[src/rtl/bin_disp_conv.sv]
// Binary-to-display converter: WIDTH-bit unsigned value to DIGITS seven-segment
// digits. Hex mode maps nibbles directly. Decimal mode runs a shift-add-3
// (double-dabble) engine, one bit per cycle. Outputs hold until the next
// conversion result, clear or reset.
module bin_disp_conv #(
    parameter int WIDTH  = 8,
    parameter int DIGITS = 2
) (
    input  logic                  clk,
    input  logic                  rst,
    input  logic                  start,
    input  logic                  clear,
    input  logic                  mode,
    input  logic [WIDTH-1:0]      value,
    output logic                  busy,
    output logic                  done,
    output logic                  ovf,
    output logic [4*DIGITS-1:0]   bcd,
    output logic [7*DIGITS-1:0]   seg
);

    localparam int BW = 4 * DIGITS;
    localparam int SW = 7 * DIGITS;
    localparam int CW = $clog2(WIDTH + 1);

    function automatic logic [63:0] pow10(input int n);
        logic [63:0] p;
        p = 64'd1;
        for (int i = 0; i < n; i++) p = p * 64'd10;
        return p;
    endfunction

    // Largest decimal value that fits; 64 bits covers ten digits.
    localparam logic [63:0] DEC_MAX = pow10(DIGITS) - 64'd1;
    localparam logic [SW-1:0] SEG_ZERO = {DIGITS{7'h3F}};

    function automatic logic [6:0] seg7(input logic [3:0] d);
        case (d)
            4'h0: seg7 = 7'h3F;
            4'h1: seg7 = 7'h06;
            4'h2: seg7 = 7'h5B;
            4'h3: seg7 = 7'h4F;
            4'h4: seg7 = 7'h66;
            4'h5: seg7 = 7'h6D;
            4'h6: seg7 = 7'h7D;
            4'h7: seg7 = 7'h07;
            4'h8: seg7 = 7'h7F;
            4'h9: seg7 = 7'h6F;
            4'hA: seg7 = 7'h77;
            4'hB: seg7 = 7'h7C;
            4'hC: seg7 = 7'h39;
            4'hD: seg7 = 7'h5E;
            4'hE: seg7 = 7'h79;
            default: seg7 = 7'h71;
        endcase
    endfunction

    typedef enum logic [1:0] {IDLE, SHIFT, UPDATE} state_t;

    state_t            state_q;
    logic [WIDTH-1:0]  sh_q;
    logic [BW-1:0]     acc_q;
    logic [CW-1:0]     cnt_q;
    logic              mode_q;
    logic              ovf_q;

    logic [63:0]          value_ext_d;
    logic                 dec_ovf_d;
    logic                 hex_ovf_d;
    logic [BW-1:0]        acc_adj_d;
    logic [BW+WIDTH-1:0]  shift_d;
    logic [BW-1:0]        res_bcd_d;
    logic [BW-1:0]        out_bcd_d;
    logic [SW-1:0]        out_seg_d;

    // Overflow detection at capture, add-3 correction and display encoding.
    always_comb begin
        value_ext_d = 64'(value);
        dec_ovf_d   = value_ext_d > DEC_MAX;
        // Bits above the displayable nibbles; always zero when WIDTH <= BW.
        hex_ovf_d   = (value_ext_d >> BW) != 64'd0;

        acc_adj_d = acc_q;
        for (int i = 0; i < DIGITS; i++) begin
            if (acc_q[4*i +: 4] >= 4'd5) acc_adj_d[4*i +: 4] = acc_q[4*i +: 4] + 4'd3;
        end
        shift_d = {acc_adj_d, sh_q} << 1;

        // In hex mode sh_q is never shifted, so it still holds the captured value.
        res_bcd_d = mode_q ? acc_q : BW'(sh_q);
        out_bcd_d = ovf_q ? '0 : res_bcd_d;
        out_seg_d = '0;
        for (int i = 0; i < DIGITS; i++) begin
            out_seg_d[7*i +: 7] = ovf_q ? 7'h63 : seg7(res_bcd_d[4*i +: 4]);
        end
    end

    // Control FSM with registered outputs; outputs only move in UPDATE/clear/rst.
    always_ff @(posedge clk) begin
        if (rst) begin
            state_q <= IDLE;
            sh_q    <= '0;
            acc_q   <= '0;
            cnt_q   <= '0;
            mode_q  <= 1'b0;
            ovf_q   <= 1'b0;
            busy    <= 1'b0;
            done    <= 1'b0;
            ovf     <= 1'b0;
            bcd     <= '0;
            seg     <= SEG_ZERO;
        end else begin
            done <= 1'b0;
            if (clear) begin
                state_q <= IDLE;
                busy    <= 1'b0;
                ovf     <= 1'b0;
                bcd     <= '0;
                seg     <= SEG_ZERO;
            end else begin
                case (state_q)
                    IDLE: begin
                        if (start) begin
                            sh_q    <= value;
                            mode_q  <= mode;
                            acc_q   <= '0;
                            cnt_q   <= CW'(WIDTH);
                            ovf_q   <= mode ? dec_ovf_d : hex_ovf_d;
                            busy    <= 1'b1;
                            state_q <= mode ? SHIFT : UPDATE;
                        end
                    end
                    SHIFT: begin
                        acc_q <= shift_d[BW+WIDTH-1:WIDTH];
                        sh_q  <= shift_d[WIDTH-1:0];
                        cnt_q <= cnt_q - CW'(1);
                        if (cnt_q == CW'(1)) state_q <= UPDATE;
                    end
                    UPDATE: begin
                        bcd     <= out_bcd_d;
                        seg     <= out_seg_d;
                        ovf     <= ovf_q;
                        done    <= 1'b1;
                        busy    <= 1'b0;
                        state_q <= IDLE;
                    end
                    default: begin
                        state_q <= IDLE;
                        busy    <= 1'b0;
                    end
                endcase
            end
        end
    end

endmodule

[config.mk]
export PLATFORM = sky130hd
export DESIGN_NAME = bin_disp_conv
export DESIGN_NICKNAME = d
export VERILOG_FILES = /design/src/rtl/bin_disp_conv.sv
export SDC_FILE = /design/constraint.sdc
export NUM_CORES = 1
export LEC_CHECK = 0
export ABC_AREA = 1
export BUFFER_PORTS_ARGS = -buffer_cell sky130_fd_sc_hd__buf_2
export CAP_MARGIN = 20
export CORE_MARGIN = 2
export CORE_UTILIZATION = 40
export DETAILED_ROUTE_END_ITERATION = 7
export SYNTH_ARGS = -nofsm -noshare
export SYNTH_HDL_FRONTEND = slang
export SYNTH_SLANG_ARGS = --single-unit
[constraint.sdc]
create_clock -name clk -period 1.8 [get_ports clk]
set_input_delay 0.36 -clock clk [delete_from_list [all_inputs] [get_ports clk]]
set_output_delay 0.36 -clock clk [all_outputs]
set_load 0.1 [all_outputs]
# --- After elaboration in Yosys (flattened, before gate mapping) ---
# Memory sizes are Yosys's and may differ from the RTL's.
# Index checks and enable logic that the tools add are counted.
op_classes:
  add_sub_neg: 3
  mul: 0
  div: 0
  order_cmp: 3
  eq_ne: 5
  n_shift: 0
  n_mux: 20
  n_bitwise: 2
  n_reduce_logical: 7
ops:
  columns: ["cell", "count"]
  rows:
  - ["$mux 8", 4]
  - ["$pmux 8 s2", 2]
  - ["$mux 7", 2]
  - ["$ge 4x3->1 const B", 2]
  - ["$gt 8x7->1 const B", 1]
  - ["$mux 4", 2]
  - ["$pmux 4 s2", 1]
  - ["$mux 2", 3]
  - ["$reduce_and 3->1", 2]
  - ["$add 4x2->4 const B", 1]
  - ["$eq 4x1->1 const B", 1]
  - ["$ne 2x2->1 const B", 2]
  - ["$pmux 2 s2", 1]
  - ["$reduce_and 2->1", 2]
  - ["$sub 4x1->4 const B", 1]
  - ["$add 3x2->3 const B", 1]
  - ["$mux 1", 3]
  - ["$mux 3", 1]
  - ["$eq 2x1->1 const B", 1]
  - ["$eq 2x2->1 const B", 1]
  - ["$logic_not 2->1", 1]
  - ["$not 1->1", 2]
  - ["$pmux 1 s2", 1]
  - ["$reduce_bool 2->1", 1]
  - ["$reduce_or 2->1", 1]
word_totals:
  ff_bits: 49
  latch_bits: 0
  mem_bits_rw: 0
  mem_bits_ro: 224
  input_bits: 13
  output_inout_bits: 25
  word_cells: 53
  n_memories: 2
memory_table:
  columns: ["name", "words", "word_bits", "read_ports", "rd_clocked_by_memory_dff", "wr", "line_no", "rtl"]
  rows:
  - ["(name not given)", 16, 7, 1, 0, 0, "38", "case (d)"]
  - ["(name not given)", 16, 7, 1, 0, 0, "38", null]

# --- Depth between registers and ports, before layout ---
# Gate-level depths: netlist (run 1).
logic_depth:
  word_depth: 3
  mapped_depth: 11
  depth_no_buf: 10

# --- Worst setup path before layout (run 1) ---
# No wires, ideal clock.
synth_path:
  path_type: "reg-to-reg"
  from: "register mode_q"
  to: "register seg[1]"
  setup_ps: 117
  t_arrival_ps: 1365
  t_required_ps: 1683
  setup_slack_ps: 319
  stages_incl_launch_ff: 11
  path_buffers: 1
  period_less_slack_ps: 1481
  path_cell_list: "dfxtp_1 > inv_2 > buf_6 > nand2_1 > nand2_2 > ha_1 > nand2_1 > a21oi_1 > nand2_1 > nand2_1 > nand2_1"
synth_between:
  elab_chain_len: 3
synth_lines:
  columns: ["element", "line_no", "rtl"]
  rows:
  - ["start, declared", "64", "logic mode_q;"]
  - ["start signal, assigned", "125", "mode_q <= mode;"]
  - ["$mux 8", "90", "res_bcd_d = mode_q ? acc_q : BW'(sh_q);"]
  - ["$mem_v2 16x7", null, null]
  - ["$mux 7", "94", "out_seg_d[7*i +: 7] = ovf_q ? 7'h63 : seg7(res_bcd_d[4*i +: 4]);"]
  - ["end signal, assigned", "141", "seg <= out_seg_d;"]
  - ["end, declared", "19", "output logic [7*DIGITS-1:0] seg"]
# No other way between the ends.
# A chain may end at the register's enable or synchronous reset.

# --- Worst setup path in the final report (run 1) ---
layout_path:
  from: "register mode_q"
  to: "register seg[6]"
# The elaborated chain is that of the path after synthesis.

==> flow_metrics.py, run 1 <==
metrics = {
    "drt": {
        "finalWirelength_um": 6402,
        "vias": 2634,
        "final_antenna_net_count": 0,
        "drc_errors": 0,
        "post_drt_wl_per_cell_um": 12.29,
        "dr.pass1.iters": 5,
        "viasPerCell": 5.056,
        "first_iter_violations": 95,
    },
    "power_and_ir_drop": {
        "totalPowerFinal_mw": 2.263,
        "peakVddDrop_mv": 0.2812,
        "pwr-share-comb_pct": 20.5,
        "power_density_nw_per_um2": 723.0,
        "p_sw_uw": 695.9,
        "p_leak_nw": 1.361,
        "clock_power_share_pct": 29.0,
        "power.internal_mw": 1.568,
        "seq_power_share_pct": 50.5,
        "switching_share_pct": 30.74,
    },
    "floorplan": {
        "ios": 38,
        "core_area_um2": 6719,
        "chipWidth_um": 87.03,
        "die-area_um2": 7574,
        "start_util_pct": 41.04,
        "die_height_um": 87.03,
        "rows": 30,
    },
    "sta": {
        "worstMarginPinSlew_ns": 0.4868,
        "setup_ws_ns": 0.2469,
        "period_share_pct": 86.28,
        "slew_viol_final": 0,
        "fmax_ghz": 0.6439,
        "finalSetupViolations": 0,
        "tns_ns": 0,
        "period_minus_slack_ns": 1.553,
        "final-hold-violation-count": 0,
        "max-slew-margin-rel_pct": 67.77,
        "rsz0062_at_grt": "no",
        "skew_ns": 0.004921,
    },
    "global_route": {
        "grt_pass1_vias": 2442,
        "grt_pass1_wl_um": 11120,
        "grt_overflow": 0,
        "grt_util_all_layers_pct": 18.24,
        "grt_max_degree": 22,
        "antenna_found_initial": 0,
    },
    "setup_path": {
        "critPathMaxStageDelay_ns": 0.33,
        "critPathMaxFanout": 14,
        "start_kind": "flip-flop",
        "crit_path_end_kind": "flip-flop",
        "path_common_cell": "nand2_2",
        "critPathArrivalTime_ns": 1.78,
        "path_class": "flip-flop to flip-flop",
        "crit_required_ns": 2.02,
        "r2r_cells": 8,
        "crit_slowest_cell": "dfxtp_1",
        "cp_cell_sequence": "inv_2 > nand2_2 > nand2_2 > inv_1 > ha_1 > nand2_1 > nand3_1 > a21oi_1",
    },
    "yosys": {
        "ys_seq_area_share_pct": 35.57,
        "synth_cells": 399,
        "async_flop_share_pct": 0,
        "yosysTopAreaCellShare_pct": 35.57,
        "synth_area_leader_cell": "dfxtp_1",
        "syn_avg_cell_area_um2": 6.911,
        "ys_ff_latch": 49,
        "synth_top_family_by_area": "simple AND/OR/NAND/NOR gates",
        "synth_flop_cell": "dfxtp_1",
        "ys_types": 29,
        "ys_warn_count": 0,
        "synthMuxAreaShare_pct": 0,
        "synth_xor_area_share_pct": 0,
        "synth_compound_area_share_pct": 15.29,
        "synthesis.nets": 430,
        "synth-simple-area-share_pct": 32.94,
        "synth_edf_count": 0,
        "syn_area_um2": 2758,
        "synth_area_leaders": "dfxtp_1 36%, nand2_1 16%, a21oi_1 9.1%",
        "synth_fa_ha_area_share_pct": 8.167,
    },
    "clock_network": {
        "hold_buffers": 0,
        "cts_tree": "yes",
        "clk_latency_ns": 0.30,
        "cts.sinks": 49,
        "cts_made_buffers": 5,
        "clkTransAtPathRegs_ns": 0.09,
        "cts_root_buffer": "clkbuf_8",
        "cts.repair.resized": 0,
        "post_cts_buffers": 0,
        "clk_path_buf_depth": 2,
        "htree_levels": 2,
    },
    "min_path": {
        "hold_depth": 2,
        "hold_path_class": "input port to flip-flop",
    },
    "place": {
        "dp_hpwl_um": 4891,
        "io_buffers": 37,
        "place_ws_ns": 0.2805,
        "place.gp.congestion": 0.9704,
    },
    "run_status": {
        "outcome": "complete, no violations",
    },
    "layout": {
        "nets": 472,
        "drive_above_1_share_pct": 18.14,
        "num_antenna_cells": 0,
        "fin_util_pct": 46.59,
        "syn2layout_area_growth_pct": 13.52,
    },
    "job": {
        "cap_violations": 0,
    },
}
power by group through the flow:
| stage | Clock, mW | Combinational [mW] | Sequential, mW |
|---|---|---|---|
| after floorplan | 0 | 0.304 | 1.22 |
| after global placement | 0 | 0.461 | 1.17 |
| after detailed placement | 0 | 0.462 | 1.17 |
| final | 0.655 | 0.464 | 1.14 |
| after global routing | 0.728 | 0.526 | 1.15 |
| after CTS | 0.682 | 0.465 | 1.14 |
synth_stat cells (all sizes together), types with 2 or more instances:
master,n
nor2,19
buf,8
nand2,135
nand4,7
dfxtp,49
ha,18
o211ai,4
nand3,38
clkbuf,3
o21ai,18
nor3,2
a211oi,2
inv,40
a21oi,50
worst paths after layout:
| path | slack [ns] | to | from |
|---|---|---|---|
| worst max register to register | 0.25 | seg[6]$_SDFFE_PP0P_ | mode_q$_SDFFE_PP0P_ |
| worst min register to register | 0.46 | bcd[3]$_SDFFE_PP0P_ | bcd[3]$_SDFFE_PP0P_ |
| worst min-delay path | 0.28 | busy$_SDFFE_PP0P_ | clear |
| worst max-delay path | 0.25 | seg[6]$_SDFFE_PP0P_ | mode_q$_SDFFE_PP0P_ |
metal layers:
metal	GRT usage, %	routed length (um)	vias up
li1	-	-	1381
met1	24.75	3238	1160
met2	28.24	2760	87
met3	3.981	325	6
met4	6.960	78	0
met5	0	0	-
worst max-delay path: cells and delay by family, from the launching register on:
kind / cells / cell delay, ns
fa+ha+maj: 1 / 0.21
compound gates: 1 / 0.16
flops: 1 / 0.33
simple gates: 4 / 0.41
buf+inv: 2 / 0.37
state kept, by name (all words and copies together) (netlist names), 2 cells and up:
| signal | cells |
|---|---|
| sh_q | 8 |
| state_q | 2 |
| seg | 14 |
| cnt_q | 4 |
| acc_q | 8 |
| bcd | 8 |
layout make-up:
cell class	instances	area (um^2)
tap	80	100.1
timing repair buffer	46	252.7
sequential	49	980.9
fill	710	3588
inverter	41	155.1
clock buffer	7	86.33
multi-input combinational	298	1555
placed cells by master (no fill, tap or decap), types with 2 or more instances in the layout:
master	count
buf_4	9
dfxtp_1	49
nand4_1	7
nand2_2	13
clkbuf_8	6
o21ai_1	2
inv_2	5
a21oi_1	50
o21ai_2	2
buf_2	37
nor2_1	17
o211ai_1	4
nand2_1	117
o21ai_0	14
nand2_4	5
ha_1	18
inv_1	35
nand3_1	38
a211oi_1	2
nor3_1	2
kinds of logic (layout without fill, tap and decap cells):
logic type,count (synthesis),after routing
AO/OA/AOI/OAI,78,78
adder cells (fa/ha/maj),18,18
buffers and inverters,52,94
flip-flops,49,49
AND/OR/NAND/NOR,202,202
per-stage QoR:
| step | std cells | hold WS (ns) | cell area [um^2] |
|---|---|---|---|
| 4_1_cts | 521 | 0.2743 | 3131 |
| 5_1_grt | 521 | 0.2772 | 3131 |
| 6_report | 521 | 0.2786 | 3131 |
| 3_3_place_gp | 514 | 0.4460 | 3044 |
| 2_1_floorplan | 399 | 0.4370 | 2758 |
| 3_5_place_dp | 514 | 0.4508 | 3044 |
No activity file was read; power rests on OpenSTA's default activity.
==> inputs of run 2 (changes only) <==
--- a/config.mk
+++ b/config.mk
@@ -11,6 +11,8 @@
 export CORE_MARGIN = 2
 export CORE_UTILIZATION = 40
 export DETAILED_ROUTE_END_ITERATION = 7
+export HOLD_SLACK_MARGIN = 0.02
+export PLACE_DENSITY = 0.63
 export SYNTH_ARGS = -nofsm -noshare
 export SYNTH_HDL_FRONTEND = slang
 export SYNTH_SLANG_ARGS = --single-unit
==> constraint.sdc (replaced) <==
create_clock -name clk -period 1.5 [get_ports clk]
set_input_delay 0.3 -clock clk [delete_from_list [all_inputs] [get_ports clk]]
set_output_delay 0.3 -clock clk [all_outputs]
set_load 0.1 [all_outputs]
==> run 2 against run 1 <==
Net effect:
- count of clock-buffer cells in the layout shrank 2
- non-clock buffer count grew 15
- largest power group unchanged
- highest routed layer unchanged
- final cell count grew 2.7%
- clock power increased by 12%
- worst setup slack worse by 0.21 ns
- utilization is 2.9 points higher
- combinational power rose by 34%
- global-route usage is 0.45 points lower
- design area is 6.2% higher
- critical path type unchanged
==> flow_metrics.py, run 2 (same netlist as run 1, synthesis figures left out) <==
metrics = {
    "power_and_ir_drop": {
        "switching_share_pct": 31.81,
        "clock_power_share_pct": 26.9,
        "peakVddDrop_mv": 0.3432,
        "power.internal_mw": 1.864,
        "pwr-share-comb_pct": 22.8,
        "power_density_nw_per_um2": 822.4,
        "p_leak_nw": 1.435,
        "p_sw_uw": 869.4,
        "seq_power_share_pct": 50.3,
    },
    "sta": {
        "max-slew-margin-rel_pct": 63.48,
        "skew_ns": 0.01039,
        "fmax_ghz": 0.6855,
        "period_share_pct": 97.25,
        "period_minus_slack_ns": 1.459,
        "finalSetupViolations": 0,
        "slew_viol_final": 0,
        "final-hold-violation-count": 0,
        "worstMarginPinSlew_ns": 0.5472,
    },
    "drt": {
        "vias": 2689,
        "post_drt_wl_per_cell_um": 12.26,
        "viasPerCell": 5.026,
        "dr.pass1.iters": 4,
        "drc_errors": 0,
        "first_iter_violations": 74,
        "finalWirelength_um": 6560,
        "final_antenna_net_count": 0,
    },
    "clock_network": {
        "clk_latency_ns": 0.30,
        "hold_buffers": 0,
        "cts_made_buffers": 5,
        "clkTransAtPathRegs_ns": 0.09,
        "clk_path_buf_depth": 2,
        "htree_levels": 2,
        "cts_root_buffer": "clkbuf_8",
        "cts.sinks": 49,
        "cts_tree": "yes",
    },
    "place": {
        "io_buffers": 37,
        "dp.cells": 524,
        "place.gp.congestion": 0.9774,
        "dp_hpwl_um": 5001,
        "place_area_um2": 3119,
    },
    "min_path": {
        "hold_depth": 3,
        "min_to": "sh_q[0]$_SDFFE_PP0P_",
        "hold_path_class": "input port to flip-flop",
        "hold_start": "value[0]",
    },
    "global_route": {
        "grt_pass1_wl_um": 10830,
        "grt_max_degree": 21,
        "grt_util_all_layers_pct": 17.80,
        "antenna_found_initial": 0,
        "grt_pass1_vias": 2392,
        "grt_overflow": 0,
    },
    "layout": {
        "final_cells": 535,
        "fin_area_um2": 3323,
        "num_antenna_cells": 0,
        "largest_register": "seg",
        "multi_input_area_um2": 1619,
        "seq_area_um2": 987.2,
        "n_fill_cell": 677,
        "syn2layout_area_growth_pct": 20.51,
        "layout_common_cells": "111 x nand2_1, 49 x a21oi_1, 46 x dfxtp_1, 37 x nand3_1, 37 x buf_2",
        "drive_above_1_share_pct": 24.40,
        "largest_reg_flops": 14,
        "nets": 487,
        "layout_commonest_cell": "nand2_1",
    },
    "setup_path": {
        "critPathMaxFanout": 6,
        "worstReg2RegStart": "mode_q$_SDFFE_PP0P_",
        "r2r_cells": 9,
        "start_kind": "flip-flop",
        "crit_path_end_kind": "flip-flop",
        "reg2reg_slack_ns": 0.04,
        "crit_required_ns": 1.70,
        "critPathArrivalTime_ns": 1.66,
        "path_class": "flip-flop to flip-flop",
        "regToRegEndpoint": "seg[1]$_SDFFE_PP1P_",
    },
    "job": {
        "cap_violations": 0,
    },
    "floorplan": {
        "die-area_um2": 7574,
        "chipWidth_um": 87.03,
        "core_area_um2": 6719,
        "rows": 30,
        "ios": 38,
        "start_util_pct": 41.04,
        "die_height_um": 87.03,
    },
    "run_status": {
        "outcome": "complete, no violations",
    },
}
[run 2: cell count changes in the layout (fill, tap and decap cells not counted), sizes merged]
cell	previous run	this run
inv	40	41
clkbuf	7	5
buf	46	61
[run 2: repair_timing]
| item | CTS | global route |
|---|---|---|
| gates resized for setup | 0 | 25 |
| endpoints found under the hold margin | 0 | 0 |
| endpoints found under the setup margin | 0 | 14 |
| setup buffers | 0 | 5 |
[run 2: metal layers]
layer / GRT usage, % / vias to the layer above / wire length [um]
li1: - / 1417 / -
met2: 28.94 / 60 / 2945
met1: 23.84 / 1205 / 3206
met5: 0 / - / 0
met3: 3.791 / 7 / 341
met4: 4.830 / 0 / 67
[run 2: final cells by class]
cell class	count	share of cell area, %
clock inverter	1	0.1506
inverter	41	4.857
tap	80	3.012
multi-input combinational	298	48.72
sequential	49	29.71
timing repair buffer	61	11.48
clock buffer	5	2.071
[run 2: stage by stage]
step           util, %  TNS [ns]  setup WS (ns)  power [mW]  hold slack [ns]
2_1_floorplan        -         0        0.01872       1.825           0.3770
5_1_grt          49.46  -0.04304       -0.01605       2.881           0.2411
4_1_cts          47.52         0       0.006749       2.713           0.2105
3_3_place_gp     46.42         0        0.03697       1.981           0.4450
3_5_place_dp     46.42         0        0.02629       1.978           0.4500
6_report         49.46         0        0.04131       2.733           0.2299
[run 2: how the worst max path moves through the flow]
stage / from / endpoint / slack [ns] / depth (start not counted)
6_report: mode_q$_SDFFE_PP0P_ / seg[1]$_SDFFE_PP1P_ / 0.04 / 9
5_1_grt: mode_q$_SDFFE_PP0P_ / seg[0]$_SDFFE_PP1P_ / -0.02 / 10
4_1_cts: mode_q$_SDFFE_PP0P_ / seg[13]$_SDFFE_PP0P_ / 0.007 / 10
3_5_place_dp: mode_q$_SDFFE_PP0P_ / seg[13]$_SDFFE_PP0P_ / 0.03 / 10
3_3_place_gp: mode_q$_SDFFE_PP0P_ / seg[7]$_SDFFE_PP1P_ / 0.04 / 9
2_1_floorplan: mode_q$_SDFFE_PP0P_ / seg[1]$_SDFFE_PP1P_ / 0.02 / 10
[run 2: power groups by stage]
stage	sequential (mW)	combinational [mW]	clock (mW)
finish	1.37	0.623	0.736
global route	1.38	0.699	0.802
CTS	1.37	0.577	0.763
detailed placement	1.40	0.574	0
global placement	1.40	0.579	0
floorplan	1.46	0.365	0
[run 2: worst max-delay path: stages, from the launching register on]
cell and delay, ns:
dfxtp_4 0.37, buf_4 0.15, nand2_2 0.09, nand2_4 0.09, ha_1 0.29, nand2_1 0.08, a21oi_2 0.12, nand2_1 0.07
nand2_1 0.06, nand2_1 0.05
==> inputs of run 3 (changes only) <==
--- a/config.mk
+++ b/config.mk
@@ -9,10 +9,10 @@
 export BUFFER_PORTS_ARGS = -buffer_cell sky130_fd_sc_hd__buf_2
 export CAP_MARGIN = 20
 export CORE_MARGIN = 2
-export CORE_UTILIZATION = 40
+export CORE_UTILIZATION = 31
 export DETAILED_ROUTE_END_ITERATION = 7
 export HOLD_SLACK_MARGIN = 0.02
-export PLACE_DENSITY = 0.63
+export PLACE_DENSITY = 0.52
 export SYNTH_ARGS = -nofsm -noshare
 export SYNTH_HDL_FRONTEND = slang
 export SYNTH_SLANG_ARGS = --single-unit
==> constraint.sdc (replaced) <==
create_clock -name clk -period 1.5 [get_ports clk]
set_input_delay 0 -clock clk [delete_from_list [all_inputs] [get_ports clk]]
set_output_delay 0 -clock clk [all_outputs]
set_load 0.1 [all_outputs]
==> run 3 against run 2 <==
Net effect:
- design area is 4.9% higher
- maximum frequency is 2.5% higher
- die area is 28% higher
- power is 11% higher
- sequential share of layout area is 1.3 points lower
- sequential power hardly changed
- critical path depth stayed put
- critical path type unchanged
- largest power group unchanged
==> flow_metrics.py, run 3 (same netlist as run 1, synthesis figures left out) <==
metrics = {
    "setup_path": {
        "path_class": "flip-flop to flip-flop",
        "critPathArrivalTime_ns": 1.63,
        "crit_buf_inv": 1,
        "critPathMaxFanout": 7,
        "start_kind": "flip-flop",
        "critPathMaxStageDelay_ns": 0.37,
        "path_delay_family": "simple AND/OR/NAND/NOR gates",
        "path_common_cell": "nand2_1",
        "crit_path_end_kind": "flip-flop",
        "crit_slowest_cell": "dfxtp_4",
        "reg2reg_slack_ns": 0.08,
        "cp_cell_sequence": "buf_6 > nand2_2 > nand2_4 > ha_4 > nand2_1 > a21oi_1 > nand2_1 > nand2_1 > nand2_1",
        "crit_required_ns": 1.71,
    },
    "clock_network": {
        "cts.sinks": 49,
        "htree_levels": 2,
        "cts_root_buffer": "clkbuf_8",
        "clk_path_buf_depth": 2,
        "clkTransAtPathRegs_ns": 0.10,
        "cts_tree": "yes",
        "clk_latency_ns": 0.31,
        "post_cts_buffers": 0,
        "cts_made_buffers": 5,
    },
    "global_route": {
        "grt_util_all_layers_pct": 14.49,
        "antenna_found_initial": 0,
        "grt_overflow": 0,
        "grt_pass1_vias": 2467,
        "grt_max_degree": 22,
        "grt_pass1_wl_um": 11530,
    },
    "floorplan": {
        "die_height_um": 98.32,
        "die-area_um2": 9666,
        "rows": 34,
        "core_area_um2": 8678,
        "ios": 38,
        "chipWidth_um": 98.32,
        "start_util_pct": 31.78,
    },
    "sta": {
        "slew_viol_final": 0,
        "finalSetupViolations": 0,
        "period_minus_slack_ns": 1.424,
        "worstMarginPinSlew_ns": 0.6165,
        "period_share_pct": 94.91,
        "skew_ns": 0.009269,
        "fmax_ghz": 0.7025,
        "fin_hold_ws_ns": 0.02668,
        "max-slew-margin-rel_pct": 58.86,
        "final-hold-violation-count": 0,
    },
    "power_and_ir_drop": {
        "peakVddDrop_mv": 0.3485,
        "p_leak_nw": 1.470,
        "totalPowerFinal_mw": 3.029,
        "power_density_nw_per_um2": 869.1,
    },
    "run_status": {
        "outcome": "complete, no violations",
    },
    "drt": {
        "post_drt_wl_per_cell_um": 12.31,
        "vias": 2721,
        "finalWirelength_um": 7016,
        "drc_errors": 0,
        "final_antenna_net_count": 0,
        "dr.pass1.iters": 4,
        "viasPerCell": 4.774,
        "first_iter_violations": 88,
    },
    "layout": {
        "largest_register": "seg",
        "layout_common_cells": "112 x nand2_1, 49 x a21oi_1, 45 x dfxtp_1, 37 x nand3_1, 37 x buf_2",
        "largest_reg_flops": 14,
        "syn2layout_area_growth_pct": 26.36,
        "nets": 492,
        "fin_area_um2": 3485,
        "drive_above_1_share_pct": 23.59,
        "num_antenna_cells": 0,
        "n_fill_cell": 954,
        "layout_commonest_cell": "nand2_1",
    },
    "job": {
        "cap_violations": 0,
    },
    "place": {
        "dp_hpwl_um": 5185,
        "place.gp.congestion": 0.9088,
        "io_buffers": 37,
        "place_area_um2": 3154,
    },
    "min_path": {
        "hold_path_class": "input port to flip-flop",
    },
}
run 3: cell count changes in the layout (fill, tap and decap cells not counted), moves of 2 or more:
cell	delta
dlygate4sd3_1	+10
ha_4	+2
buf_4	-5
nand2_2	-3
nand2_4	+2
run 3: tightest hold or removal path: cells and delay by family:
family          cells  cell delay (ns)
compound gates      2             0.20
buf+inv             1             0.09
run 3: area by class of cell:
class	count	area (um^2)	area share, %
multi-input cells	298	1644	47.18
flip-flops and latches	49	988.4	28.37
repair buffers	66	435.4	12.50
inverters	41	161.4	4.632
well taps	108	135.1	3.878
clock buffers	6	82.58	2.370
clock inverters	2	37.54	1.077
run 3: routing by layer:
| metal | vias to the layer above | track usage (%) | share of wire [%] |
|---|---|---|---|
| met5 | - | 0 | 0 |
| met4 | 0 | 4.320 | 1.2 |
| met3 | 6 | 2.935 | 3.7 |
| met2 | 58 | 23.29 | 45 |
| met1 | 1227 | 19.67 | 50 |
| li1 | 1430 | - | - |
run 3: through the flow:
step / setup WS [ns] / util, % / TNS, ns / instances
floorplan: 0.01872 / - / 0 / 399
global placement: 0.01328 / 36.35 / 0 / 552
detailed placement: 0.01427 / 36.35 / 0 / 552
CTS: 0.01525 / 38.90 / 0 / 570
global route: -0.005923 / 40.15 / -0.008711 / 570
finish: 0.07642 / 40.15 / 0 / 570
run 3: worst paths after layout:
check                       from                   end  cells after the start
max          mode_q$_SDFFE_PP0P_   seg[8]$_SDFFE_PP1P_                      9
min                     value[5]  sh_q[5]$_SDFFE_PP0P_                      3
max reg2reg  mode_q$_SDFFE_PP0P_   seg[8]$_SDFFE_PP1P_                      9
min reg2reg  seg[4]$_SDFFE_PP1P_   seg[4]$_SDFFE_PP1P_                      2
run 3: report_power, final:
group | leakage (nW) | total [mW] | switching [mW] | internal, mW
logic | 1.01 | 0.643 | 0.416 | 0.227
clock network | 0.0574 | 1.01 | 0.467 | 0.543
registers | 0.400 | 1.38 | 0.0354 | 1.34
total | 1.47 | 3.03 | 0.919 | 2.11
run 3: timing repair:
action	in CTS	in global routing
pin swaps	0	8
hold endpoints to repair	10	0
cloned	0	0
resized for setup	1	28
setup endpoints to repair	2	12
hold buffers	10	0
